File: src/rtl/ram_access_ctrl.sv
// Arbitrates instruction fetches and data loads/stores onto a single word-wide RAM port.
// Define HALFWORD_ACCESS_EN to accept halfword (d_sel = 0011) data accesses.
`timescale 1ns/1ps
module ram_access_ctrl (
    input  logic        clk,
    input  logic        rst_n,
    input  logic        if_req,
    input  logic [31:0] if_addr,
    output logic [31:0] if_rdata,
    output logic        if_ready,
    input  logic        d_read,
    input  logic        d_write,
    input  logic [3:0]  d_sel,
    input  logic [31:0] d_addr,
    input  logic [31:0] d_wdata,
    output logic [31:0] d_rdata,
    output logic        d_ready,
    output logic        d_error,
    output logic        ram_en,
    output logic [3:0]  ram_we,
    output logic [31:0] ram_addr,
    output logic [31:0] ram_wdata,
    input  logic [31:0] ram_rdata,
    input  logic        ram_ack,
    output logic        stall_req
);

    typedef enum logic [1:0] {StIdle, StData, StFetch} state_e;

    state_e      state;
    logic        fetch_prio;
    logic        data_pending;
    logic        fetch_pending;
    logic        grant_fetch;
    logic        sel_ok;
    logic        d_illegal;
    logic [3:0]  lane_we;
    logic [31:0] lane_wdata;
    logic        unused_if_addr;

    assign unused_if_addr = ^if_addr[1:0];

    // A requester still sees its own ready pulse for one cycle before dropping the request,
    // so that cycle must not be mistaken for a new request.
    assign data_pending  = (d_read | d_write) & ~d_ready;
    assign fetch_pending = if_req & ~if_ready;
    assign grant_fetch   = fetch_pending & (fetch_prio | ~data_pending);

    assign stall_req = ((d_read | d_write) & ~d_ready) | (if_req & ~if_ready);

    always_comb begin
        sel_ok     = 1'b0;
        lane_we    = 4'b0000;
        lane_wdata = 32'h0;
        case (d_sel)
            4'b0001: begin
                sel_ok     = 1'b1;
                lane_we    = 4'b0001 << d_addr[1:0];
                lane_wdata = {4{d_wdata[7:0]}};
            end
            4'b1111: begin
                sel_ok     = (d_addr[1:0] == 2'b00);
                lane_we    = 4'b1111;
                lane_wdata = d_wdata;
            end
`ifdef HALFWORD_ACCESS_EN
            4'b0011: begin
                sel_ok     = ~d_addr[0];
                lane_we    = 4'b0011 << d_addr[1:0];
                lane_wdata = {2{d_wdata[15:0]}};
            end
`endif
            default: sel_ok = 1'b0;
        endcase
        d_illegal = ~sel_ok | (d_read & d_write);
    end

    always_ff @(posedge clk or negedge rst_n) begin
        if (!rst_n) begin
            state      <= StIdle;
            fetch_prio <= 1'b0;
            if_rdata   <= 32'h0;
            if_ready   <= 1'b0;
            d_rdata    <= 32'h0;
            d_ready    <= 1'b0;
            d_error    <= 1'b0;
            ram_en     <= 1'b0;
            ram_we     <= 4'b0000;
            ram_addr   <= 32'h0;
            ram_wdata  <= 32'h0;
        end else begin
            if_ready <= 1'b0;
            d_ready  <= 1'b0;
            d_error  <= 1'b0;
            case (state)
                StIdle: begin
                    if (grant_fetch) begin
                        state      <= StFetch;
                        fetch_prio <= 1'b0;
                        ram_en     <= 1'b1;
                        ram_we     <= 4'b0000;
                        ram_addr   <= {if_addr[31:2], 2'b00};
                        ram_wdata  <= 32'h0;
                    end else if (data_pending) begin
                        if (d_illegal) begin
                            d_error <= 1'b1;
                            d_ready <= 1'b1;
                        end else begin
                            state     <= StData;
                            ram_en    <= 1'b1;
                            ram_we    <= d_write ? lane_we : 4'b0000;
                            ram_addr  <= {d_addr[31:2], 2'b00};
                            ram_wdata <= d_write ? lane_wdata : 32'h0;
                        end
                    end
                end
                StData: begin
                    if (ram_ack) begin
                        state      <= StIdle;
                        d_rdata    <= ram_rdata;
                        d_ready    <= 1'b1;
                        fetch_prio <= 1'b1;
                        ram_en     <= 1'b0;
                        ram_we     <= 4'b0000;
                    end
                end
                StFetch: begin
                    if (ram_ack) begin
                        state    <= StIdle;
                        if_rdata <= ram_rdata;
                        if_ready <= 1'b1;
                        ram_en   <= 1'b0;
                    end
                end
                default: state <= StIdle;
            endcase
        end
    end

`ifndef SYNTHESIS
    a_error_with_ready: assert property (@(posedge clk) disable iff (!rst_n)
        d_error |-> d_ready);
    a_single_ready: assert property (@(posedge clk) disable iff (!rst_n)
        !(d_ready && if_ready));
    a_word_addr: assert property (@(posedge clk) disable iff (!rst_n)
        ram_addr[1:0] == 2'b00);
    a_hold_until_ack: assert property (@(posedge clk) disable iff (!rst_n)
        (ram_en && !ram_ack) |=> (ram_en && $stable(ram_addr) && $stable(ram_we)
                                  && $stable(ram_wdata)));
`endif

endmodule

File: config.mk
export PLATFORM = sky130hd
export DESIGN_NAME = ram_access_ctrl
export DESIGN_NICKNAME = d
export VERILOG_FILES = /design/src/rtl/ram_access_ctrl.sv
export SDC_FILE = /design/constraint.sdc
export NUM_CORES = 1
export LEC_CHECK = 0
export CORE_MARGIN = 3
export CORE_UTILIZATION = 46
export CTS_BUF_LIST = sky130_fd_sc_hd__clkbuf_8
export CTS_CLUSTER_SIZE = 24
export DETAILED_ROUTE_END_ITERATION = 12
export GPL_TIMING_DRIVEN = 0
export PLACE_DENSITY = 0.92
export SLEW_MARGIN = 20
export SYNTH_ARGS = -nofsm -noshare
export SYNTH_HDL_FRONTEND = slang
export SYNTH_SLANG_ARGS = --single-unit
File: constraint.sdc
create_clock -name clk -period 3.1 [get_ports clk]
set_input_delay 0.465 -clock clk [delete_from_list [all_inputs] [get_ports clk]]
set_output_delay 0.465 -clock clk [all_outputs]
set_load 0.02 [all_outputs]
==> results of run 1 <==
placed cells by master (no fill, tap or decap), types with 8 or more instances in the layout:
cell             count
buf_2               12
a21oi_1              8
nor2_1              35
clkbuf_8            19
clkbuf_1            11
a211oi_2             8
a21o_1              24
nand3_1              8
a31oi_1             31
nand2_1            118
a211oi_1            17
mux2_2              68
dfrtp_1            137
clkdlybuf4s50_1    269
inv_1               13
routing by layer:
| layer | vias to the layer above | global-route usage | part of all wire |
|---|---|---|---|
| met1 | 2592 | 0.290 | 0.35 |
| met4 | 0 | 0.129 | 0.039 |
| li1 | 2412 | - | - |
| met3 | 54 | 0.114 | 0.10 |
| met5 | - | 0 | 0 |
| met2 | 301 | 0.480 | 0.50 |
final cells by class:
class	count	area (um^2)	area share
multi-input cells	352	2310	0.248
well taps	168	210	0.0225
clock inverters	13	163	0.0174
inverters	7	26.3	0.00282
clock buffers	19	262	0.0280
flip-flops and latches	137	3430	0.368
plain buffers	34	180	0.0193
repair buffers	272	2750	0.294
worst min-delay path, cell delays in order, from the launching register on:
cell     delay, ps
dfrtp_1        340
nand2_1         50
nand2_1         50
power groups by stage:
stage / combinational, mW / sequential [mW] / clock (mW)
after detailed placement: 3.90 / 2.86 / 0
after global placement: 3.79 / 2.80 / 0
after floorplan: 1.13 / 3.63 / 0
final: 3.91 / 2.85 / 1.55
after CTS: 3.93 / 2.84 / 1.58
after global routing: 4.15 / 2.92 / 1.65
repair_timing:
action	4_1_cts	5_1_grt
gates resized for setup	0	0
hold endpoints to repair	47	0
hold buffers	1	0
registers in the layout, summed over array words and instances (netlist names):
| signal | cells |
|---|---|
| d_error | 1 |
| d_rdata | 32 |
| d_ready | 1 |
| fetch_prio | 1 |
| if_rdata | 32 |
| if_ready | 1 |
| ram_addr | 30 |
| ram_en | 1 |
| ram_wdata | 32 |
| ram_we | 4 |
| state | 2 |
kinds of logic (layout without fill, tap and decap cells):
logic type      Yosys count  count (layout)  share of synthesized area
flops                   137             137                      0.577
compound gates          102             102                      0.128
fa+ha+maj                 3               3                    0.00632
xor+xnor                  1               1                    0.00147
simple gates            175             175                      0.121
other cells               1               2                   0.000631
mux                      69              69                      0.131
buf+inv                  41             345                     0.0348
metrics by stage:
stage | utilization | hold WS [ps] | setup WS [ps] | cells
2_1_floorplan | - | 169 | 1310 | 530
3_3_place_gp | 0.719 | 451 | -3580 | 968
3_5_place_dp | 0.722 | 395 | 479 | 969
4_1_cts | 0.757 | 472 | 728 | 1002
5_1_grt | 0.757 | 501 | 694 | 1002
6_report | 0.757 | 470 | 745 | 1002
worst paths after layout:
kind | from | to | cells past startpoint
setup / recovery | d_write | stall_req | 4
hold / removal | ram_wdata[1] | ram_wdata[1] | 2
setup reg to reg | state[1] | d_rdata[26] | 6
hold reg to reg | ram_wdata[1] | ram_wdata[1] | 2
max in group asynchronous | rst_n | d_rdata[15] | 3
min in group asynchronous | rst_n | ram_addr[9] | 2
==> metrics.yaml, run 1 <==
fin_crit_sh: 0.760
worstPathArrival_ps: 1890
design.core.area_mm2: 0.0123
wl_per_cell_um: 19.4
max_freq_ghz: 0.425
cellLeakagePower_nw: 4.19
rows: 40
drive_gt1_frac: 0.157
firstDrtPassIters: 5
initial_utilization: 0.482
dp_hpwl_um: 15000
fillCellCount: 783
power_frac_clock: 0.187
die_h_um: 120
grt_start_max_net_pins: 91
synth_top_area_share: 0.577
synth_edf_count: 0
insertion_delay_ps: 450
worstPathCellList: "clkdlybuf4s50_1 -> o21bai_4 -> nand2_1 -> clkdlybuf4s50_1"
setup_viol: 0
cts.sinks: 137
swShare: 0.367
drv_cap: 0
cp-end-kind: "primary output"
place_area_mm2: 0.00889
required_ps: 2630
die_w_um: 120
overflow: 0
cp_num_buf_inv: 2
outcome: "finished clean"
power_mw: 8.31
hold_viol_final: 0
crit_top_cell: "clkdlybuf4s50_1"
crit_fanout: 5
port_buffers: 270
cts_tree: "done"
place_congestion: 0.971
antenna_found_initial: 0
grt_pass1_wl_um: 30500
final.setup_skew_ps: 15.6
clockBufferDepth: 2
clock-root-buffer: "clkbuf_8"
min_period_ps: 2350
ios: 275
relSlewSlack: 0.554
synth_area_mm2: 0.00594
crit_type: "in2out"
yosys-top-cells-area: "dfrtp_1, mux2_2, nand2_1"
first_global_vias: 5786
p_switching_mw: 3.05
slew_violations: 0
seqPwrFrac: 0.343
rrSetupSlack_ps: 910
track_usage: 0.276
synthToLayoutAreaGrowth_pct: 57.0
synthTopCellsByCount: "dfrtp_1, nand2_1, mux2_2, nor2_1, a31oi_1"
synth_cell_types: 38
vdd_drop_max_uv: 688
combPwrFrac: 0.470
critPathLaunchType: "input pin"
max_stage_delay_ps: 650
synth_most_common_cell: "dfrtp_1"
rsz0062_at_grt: "no"
crit_slowest_cell: "clkdlybuf4s50_1"
tns_ps: 0
cts_buffers: 17
wl_um: 19500
yosys_warnings: 0
synth_ff_type: "dfrtp_1"
synth_largest_area_cell: "dfrtp_1"
antennaDiodeCount: 0
synth.ff_latch_count: 137
ant_nets: 0
htreeDepth: 4
drt_iter0_drc: 294
finish.net_count: 962
hold_class: "reg2reg"
path_delay_family: "buffers and inverters"
final_area_mm2: 0.00932
synthCells: 529
p_int_mw: 5.26
ys_seq_area_frac: 0.577
die_area_mm2: 0.0143
power.density_mw_per_mm2: 891
route.detailed.drc: 0
syn_area_per_cell_um2: 11.2
vias: 5359
tightest_slew_ps: 664
clk_pin_slew_worst_paths_ps: 60
avgViaCountPerCell: 5.35
synth_async_sr_flop_share: 1.00
post_cts_buffers: 0
Power figures use the tool's default switching activity.
==> inputs of run 2 (changes only) <==
CORE_UTILIZATION = 43   (was 46)
PLACE_DENSITY = 0.87   (was 0.92)
clock period = 2.35 ns   (was 3.1 ns; I/O delays follow)
==> run 2 against run 1 <==
Combinational power is 31% higher. Critical endpoint unchanged. Non-clock buffer count stayed put. Die area is 6.6% higher. Clock skew is 4.5 ps lower. Routed wire length is 3.4% lower. Critical path depth is 1 lower. First-iteration DRC count is 1.4% lower. Worst hold slack worse by 21 ps. Worst setup slack worse by 620 ps. Utilization is 5.6 points lower. Clock power is 52% higher.
==> metrics.yaml, run 2 (synthesized netlist as in run 1, its figures left out) <==
max_stage_delay_ps: 620  # -30 ps
dp_hpwl_um: 14500  # -3.6%
path_delay_family: "buffers and inverters"
die_area_mm2: 0.0153  # +6.6%
ant_nets: 0  # unchanged
instances_no_fill: 1009  # +0.70%
die_w_um: 124  # +3.3%
rrSetupSlack_ps: 170  # -740 ps
die_h_um: 124  # +3.3%
drv_cap: 0  # unchanged
final_cell_mix: "clkdlybuf4s50_1, dfrtp_1, nand2_1"
hold_class: "in2async"
clockBufferDepth: 2  # unchanged
track_usage: 0.251  # -0.0250
insertion_delay_ps: 440  # about the same
vdd_drop_max_uv: 934  # +36%
cts.sinks: 137  # unchanged
cts_tree: "done"
vias: 5248  # -2.1%
cts_buffers: 17  # unchanged
htreeDepth: 4  # unchanged
outcome: "finished clean"
clock-root-buffer: "clkbuf_8"
required_ps: 2000  # -630 ps
worstPathCellList: "o21bai_4 -> nand2_1 -> clkdlybuf4s50_1"
final.setup_skew_ps: 11.1  # -4.55 ps
cp-end-kind: "primary output"
final_common_cell: "clkdlybuf4s50_1"
synthToLayoutAreaGrowth_pct: 58.3
place_congestion: 0.865  # -11%
min_period_ps: 2220
route.detailed.drc: 0  # unchanged
place_worst_setup_slack_ps: -209  # -688 ps
tightest_slew_ps: 761  # +96.6 ps
cts_resized: 0  # unchanged
antennaDiodeCount: 0  # unchanged
port_buffers: 270  # unchanged
fin_crit_sh: 0.946
crit_type: "reg2out"
dp.cells: 977  # +0.83%
overflow: 0  # unchanged
crit_slowest_cell: "clkdlybuf4s50_1"
firstDrtPassIters: 4  # -1
rows: 42  # +5.0%
drive_gt1_frac: 0.163  # +0.00619
avgViaCountPerCell: 5.20  # -2.8%
setup_viol: 0  # unchanged
hold_viol_final: 0  # unchanged
setup_ws_ps: 127  # -618 ps
cellLeakagePower_nw: 4.20  # +0.28%
clk_pin_slew_worst_paths_ps: 80  # +20 ps
rsz0062_at_grt: "no"
ios: 275  # unchanged
wl_um: 18800  # -3.4%
multi_input_area_mm2: 0.00231  # unchanged
finish.net_count: 962  # unchanged
reg_top3: "d_rdata (32), if_rdata (32), ram_wdata (32)"
grt_pass1_wl_um: 28900  # -5.4%
first_global_vias: 5660  # -2.2%
design.core.area_mm2: 0.0134  # +8.8%
slew_violations: 0  # unchanged
antenna_found_initial: 0  # unchanged
relSlewSlack: 0.489  # -0.0648
worstPathArrival_ps: 1870  # -20 ps
fillCellCount: 973  # +24%
final_util: 0.702  # -0.0556
critPathLaunchType: "register"
initial_utilization: 0.443  # -0.0392
grt_start_max_net_pins: 74  # -19%
wl_per_cell_um: 18.6  # -4.1%
register_area_mm2: 0.00343  # unchanged
crit_fanout: 7  # +2
max_freq_ghz: 0.450
power.density_mw_per_mm2: 1190  # +34%
drt_iter0_drc: 290  # -1.4%
cp_num_buf_inv: 1  # -1
run 2: changes by cell type in the layout (fill, tap and decap cells not counted):
| cell | delta |
|---|---|
| clkinv_4 | +2 |
| clkbuf_8 | +1 |
| bufinv_16 | +2 |
| inv_1 | -6 |
run 2: final timing paths:
path,startpoint,end,cells after the start
setup / recovery,d_ready,stall_req,3
hold / removal,rst_n,ram_addr[29],2
setup reg to reg,state[1],d_rdata[30],6
hold reg to reg,ram_wdata[7],ram_wdata[7],2
max in group asynchronous,rst_n,if_rdata[7],3
min in group clk,d_addr[27],ram_addr[27],3
run 2: repair_timing:
| item | 4_1_cts | 5_1_grt |
|---|---|---|
| buffers inserted | 0 | 0 |
| hold buffers | 1 | 0 |
| hold endpoints to repair | 64 | 0 |
| setup endpoints to repair | 0 | 0 |
run 2: metrics by stage:
| step | area, um^2 | setup TNS, ps | hold WS [ps] | total power [mW] |
|---|---|---|---|---|
| after global placement | 8870 | -582910 | 455 | 8.71 |
| final | 9400 | 0 | 450 | 11.2 |
| after floorplan | 5940 | 0 | 56.9 | 6.27 |
| after CTS | 9400 | 0 | 437 | 11.3 |
| after global routing | 9400 | 0 | 451 | 11.8 |
| after detailed placement | 8900 | -4390 | 334 | 8.91 |
run 2: metal layers:
layer,wire [um],GRT usage
met1,6610,0.256
met2,9350,0.438
met3,2190,0.117
met4,668,0.109
met5,0,0
run 2: area by class of cell:
class                      instances  area share
tap                              176      0.0234
timing repair buffer             272       0.292
buffer                            34      0.0192
clock buffer                      20      0.0293
sequential                       137       0.365
multi-input combinational        352       0.246
inverter                           7     0.00279
clock inverter                    11      0.0232
run 2: power by group:
group	switching (mW)	internal [mW]	leakage, nW
Clock	0.898	1.45	0.241
Combinational	2.63	2.51	2.25
Sequential	0.508	3.24	1.72
Total	4.03	7.20	4.20
==> inputs of run 3 (changes only) <==
SKIP_CTS_REPAIR_TIMING = 1   (was unset)
==> results of run 3 <==
The final DEF is identical to that of run 2; final timing and power are the same.
Among the figures that moved: wire length of the first global-routing pass 28900 um -> 28800 um; via count of the first global-routing pass 5660 -> 5647; overall routing resource usage 0.251 -> 0.250; met2 usage 0.438 -> 0.437
